==> src/rtl/bmf_h_decoder.sv <==
// Boolean-matrix-factor decoder: each output column is an OR/XOR reduction of the
// masked factor word, behind a double-buffered (shadow/active) column configuration.
module bmf_h_decoder #(
    parameter int K  = 4,
    parameter int M  = 5,
    parameter int CW = 16,
    localparam int AW = (M > 1) ? $clog2(M) : 1
) (
    input  logic          clk,
    input  logic          rst,
    input  logic          cfg_we,
    input  logic [AW-1:0] cfg_addr,
    input  logic [K-1:0]  cfg_mask,
    input  logic          cfg_xor,
    input  logic          cfg_commit,
    output logic          cfg_err,
    input  logic          in_valid,
    output logic          in_ready,
    input  logic [K-1:0]  in_k,
    output logic          out_valid,
    input  logic          out_ready,
    output logic [M-1:0]  out_y,
    output logic [CW-1:0] xfer_cnt,
    output logic          busy
);

    typedef enum logic [1:0] {S_IDLE, S_RUN, S_DRAIN} state_t;

    state_t        state_q, state_d;
    logic [K-1:0]  shadow_mask_q [M];
    logic [K-1:0]  shadow_mask_d [M];
    logic [K-1:0]  active_mask_q [M];
    logic [K-1:0]  active_mask_d [M];
    logic [M-1:0]  shadow_xor_q, shadow_xor_d;
    logic [M-1:0]  active_xor_q, active_xor_d;
    logic          out_valid_q, out_valid_d;
    logic [M-1:0]  out_y_q, out_y_d;
    logic [CW-1:0] xfer_cnt_q, xfer_cnt_d;
    logic          cfg_err_q, cfg_err_d;

    logic          in_fire;
    logic          out_fire;
    logic          do_copy;
    logic          addr_ok;
    logic [M-1:0]  decoded;

    assign in_ready  = (state_q == S_RUN) && (!out_valid_q || out_ready);
    assign in_fire   = in_valid && in_ready;
    assign out_fire  = out_valid_q && out_ready;
    assign addr_ok   = int'(cfg_addr) < M;
    assign busy      = (state_q != S_RUN);
    assign out_valid = out_valid_q;
    assign out_y     = out_y_q;
    assign xfer_cnt  = xfer_cnt_q;
    assign cfg_err   = cfg_err_q;

    always_comb begin
        decoded = '0;
        for (int j = 0; j < M; j++) begin
            if (active_xor_q[j]) decoded[j] = ^(in_k & active_mask_q[j]);
            else                 decoded[j] = |(in_k & active_mask_q[j]);
        end
    end

    // DRAIN waits for the held word to leave, so the new config never touches it
    always_comb begin
        state_d = state_q;
        do_copy = 1'b0;
        unique case (state_q)
            S_IDLE: begin
                if (cfg_commit) begin
                    do_copy = 1'b1;
                    state_d = S_RUN;
                end
            end
            S_RUN: begin
                if (cfg_commit) state_d = S_DRAIN;
            end
            S_DRAIN: begin
                if (!out_valid_q || out_fire) begin
                    do_copy = 1'b1;
                    state_d = S_RUN;
                end
            end
            default: state_d = S_IDLE;
        endcase
    end

    always_comb begin
        active_mask_d = active_mask_q;
        active_xor_d  = active_xor_q;
        shadow_mask_d = shadow_mask_q;
        shadow_xor_d  = shadow_xor_q;
        if (do_copy) begin
            active_mask_d = shadow_mask_q;
            active_xor_d  = shadow_xor_q;
        end
        for (int j = 0; j < M; j++) begin
            if (cfg_we && int'(cfg_addr) == j) begin
                shadow_mask_d[j] = cfg_mask;
                shadow_xor_d[j]  = cfg_xor;
            end
        end
        cfg_err_d = cfg_err_q | (cfg_we && !addr_ok);
    end

    always_comb begin
        out_valid_d = out_valid_q;
        out_y_d     = out_y_q;
        if (in_fire) begin
            out_valid_d = 1'b1;
            out_y_d     = decoded;
        end else if (out_fire) begin
            out_valid_d = 1'b0;
        end
        xfer_cnt_d = xfer_cnt_q;
        if (out_fire && xfer_cnt_q != {CW{1'b1}}) xfer_cnt_d = xfer_cnt_q + CW'(1);
    end

    always_ff @(posedge clk) begin
        if (rst) begin
            state_q      <= S_IDLE;
            shadow_xor_q <= '0;
            active_xor_q <= '0;
            for (int j = 0; j < M; j++) begin
                shadow_mask_q[j] <= '0;
                active_mask_q[j] <= '0;
            end
            out_valid_q  <= 1'b0;
            out_y_q      <= '0;
            xfer_cnt_q   <= '0;
            cfg_err_q    <= 1'b0;
        end else begin
            state_q       <= state_d;
            shadow_mask_q <= shadow_mask_d;
            shadow_xor_q  <= shadow_xor_d;
            active_mask_q <= active_mask_d;
            active_xor_q  <= active_xor_d;
            out_valid_q   <= out_valid_d;
            out_y_q       <= out_y_d;
            xfer_cnt_q    <= xfer_cnt_d;
            cfg_err_q     <= cfg_err_d;
        end
    end

endmodule
==> config.mk <==
export PLATFORM = sky130hd
export DESIGN_NAME = bmf_h_decoder
export DESIGN_NICKNAME = d
export VERILOG_FILES = /design/src/rtl/bmf_h_decoder.sv
export SDC_FILE = /design/constraint.sdc
export NUM_CORES = 1
export LEC_CHECK = 0
export CAP_MARGIN = 20
export CORE_AREA = 2 2 81 83
export CTS_CLUSTER_DIAMETER = 40
export DETAILED_ROUTE_END_ITERATION = 12
export DIE_AREA = 0 0 83 85
export PLACE_DENSITY = 0.74
export SYNTH_ARGS = -nofsm -noshare
export SYNTH_HDL_FRONTEND = slang
export SYNTH_SLANG_ARGS = --single-unit
==> constraint.sdc <==
create_clock -name clk -period 2 [get_ports clk]
set_input_delay 0.4 -clock clk [delete_from_list [all_inputs] [get_ports clk]]
set_output_delay 0.4 -clock clk [all_outputs]
set_load 0.02 [all_outputs]
==> run summary <==
status: complete, no violations
period utilization: 95.8%
Via Count: 2,800
Post-synth EDFFs: 0
TritonCTS clock tree: yes
Met1 Wirelength: 3550 µm
Layout fillers: 523
die height: 85 µm
crit end category: output port
# port buffers: 42
setup TNS: 0 ps
Cell variety after synth: 38
CTS H-tree depth: 3
top sig layer: met4
CP arrival: 1520 ps
Static Leak: 1.51 nW
unrepaired setup endpoints after global routing: false
ys async rst share: 0%
initial antenna violation count: 0
total grt overflow: 0
post-DR vias/cell: 5.37
Initial Util: 53.5%
first-pass GRT wire length: 12,500 µm
# setup viols final: 0
DP HPWL: 5250 µm
final hold violation count: 0
worst skew pair latency: 360 ps
Layout area overhead: 24.5%
RR Startpoint: xfer_cnt[1]
met2 routed WL: 3310 µm
Clock Pin Slew Worst Setup and Hold Paths: 70 ps
worst-path maximum fanout: 4
Worst Hold Class: in2reg
# clock sinks: 75
Avg Cell Area, Syn: 8.62 µm²
vias in the first global route: 2,601
fin nets: 468
fin util: 66.6%
GRT Total Usage: 21.9%
CP startpoint: out_ready
Final min period: 1920 ps
maxcap violations: 0
maximum vdd drop: 575 µV
Worst Tran Pin Value: 351 ps
Post-DRT Antenna Nets: 0
hold_sp: rst
largest net degree at the start of global routing: 49
worst clock skew: 18.8 ps
Mapped Area: 3320 µm²
WL/cell: 14.0 µm
Max-slew headroom: 76.4%
DRC: 0
Rows: 29
Net Count, Synth: 414
nature of the critical path startpoint: input pin
Fmax achieved: 522 MHz
power per cell area: 714 nW/µm²
CTS buffer count: 9
Top FF cell, synth: dfxtp_1
final WL: 7280 µm
Die Span X: 83 µm
crit path kind: in2out
I/O pins: 43
Seq/Total Area, Yosys: 45.2%
Post-CTS Setup Bufs: 0
Placer Congestion: 0.831
Synthesis Warnings: 0
synthesized instance count: 385
layout cells sized above 1: 10.1%
Initial DRC Count: 158
Root Driver: clkbuf_8
flop2flop setup slack: 260 ps
met3 WL post-DR: 336 µm
Worst EP required: 1600 ps
max-slew violations: 0
number of synthesized register bits: 75
Placeable Area: 6200 µm²
die area: 7060 µm²
Diodes inserted: 0
DR pass1 iterations: 4
maximum buffer depth of the clock tree: 2
-- cell usage in the layout (no fill, tap or decap), types with 3 or more instances in the layout --
cell type / netlist / routed
clkdlybuf4s50_1: 0 / 39
or4_1: 7 / 7
nand2_1: 92 / 92
o21ai_0: 3 / 3
nand2b_1: 4 / 4
dfxtp_1: 75 / 75
clkbuf_8: 0 / 10
inv_1: 5 / 5
and3_1: 4 / 4
a21oi_1: 46 / 46
mux2i_1: 26 / 26
nor2b_1: 3 / 3
o31ai_1: 7 / 7
o211ai_1: 6 / 6
buf_12: 0 / 3
xnor2_1: 5 / 5
nor2_1: 35 / 35
ha_1: 11 / 11
buf_4: 0 / 15
nor3_1: 6 / 6
nand3_1: 7 / 7
-- metrics by stage --
step | hold slack, ps | power (mW) | cells | setup WS (ps) | instance area (µm²)
3_3_place_gp | 444 | 1.79 | 505 | -152 | 3940
2_1_floorplan | 431 | 1.68 | 385 | 132 | 3320
6_report | 420 | 2.95 | 521 | 84.8 | 4130
4_1_cts | 416 | 2.97 | 521 | 88.8 | 4130
3_5_place_dp | 448 | 1.79 | 505 | -178 | 3940
5_1_grt | 448 | 3.05 | 521 | 36.6 | 4130
-- final cells by class --
cell class | instances | area (µm²) | area share [%]
inverter | 5 | 18.8 | 0.454
tap | 77 | 96.3 | 2.33
multi-input combinational | 288 | 1730 | 41.9
sequential | 75 | 1500 | 36.3
clock inverter | 5 | 60.1 | 1.45
timing repair buffer | 60 | 586 | 14.2
clock buffer | 11 | 141 | 3.42
-- path summary, 6_finish.rpt --
| check | to | cells past startpoint |
|---|---|---|
| worst max-delay path | in_ready | 4 |
| worst min register to register | out_y[4] | 2 |
| worst max register to register | xfer_cnt[15] | 5 |
| worst min-delay path | state_q[1] | 2 |
-- cells by family (layout without fill, tap and decap cells) --
family,after synthesis,after routing,share of synthesized area [%]
and+or+nand+nor,180,180,27.4
DFF,75,75,45.2
AOI/OAI and AO/OA,64,64,10.8
muxes,28,28,8.52
buffers and inverters,22,81,2.64
adders and majority gates,11,11,4.15
xor gates and xnor gates,5,5,1.32
-- critical path: stages --
cell,delay [ps]
clkdlybuf4s50_1,470
nand2b_1,180
and2_1,160
dlygate4sd2_1,310
-- power breakdown --
| group | switching [mW] | total (mW) | leakage [nW] | internal [mW] |
|---|---|---|---|---|
| registers | 0.0138 | 1.53 | 0.606 | 1.51 |
| clock network | 0.579 | 1.20 | 0.100 | 0.618 |
| logic | 0.126 | 0.226 | 0.801 | 0.0998 |
-- metal layers --
| layer | vias up | global-route usage, % |
|---|---|---|
| li1 | 1448 | - |
| met1 | 1284 | 30.2 |
| met2 | 59 | 34.1 |
| met3 | 9 | 4.86 |
| met4 | 0 | 7.60 |
| met5 | - | 0 |
-- cells in the mapped netlist (3+ instances only) --
cell,instances,share of area (%)
mux2i_1,26,7.8
buf_2,4,0.60
nor2b_1,3,0.57
nor3_1,6,0.90
clkbuf_1,13,1.5
o31ai_1,7,1.6
inv_1,5,0.57
xnor2_1,5,1.3
and3_1,4,0.75
ha_1,11,4.1
nand2_1,92,10
nand3_1,7,1.1
o21ai_0,3,0.45
nand2b_1,4,0.75
dfxtp_1,75,45
nor2_1,35,4.0
o211ai_1,6,1.4
or4_1,7,1.6
a21oi_1,46,6.9
-- flip-flops by register name (all words and copies together) (netlist names) --
| register | count |
|---|---|
| active_mask_q | 20 |
| shadow_mask_q | 20 |
| xfer_cnt | 16 |
| active_xor_q | 5 |
| out_y | 5 |
| shadow_xor_q | 5 |
| state_q | 2 |
| cfg_err | 1 |
| out_valid | 1 |
-- repair_timing --
action | 4_1_cts | 5_1_grt
resized for setup | 2 | 0
hold buffers | 0 | 0
setup endpoints to repair | 2 | 0
Power figures use the tool's default switching activity.
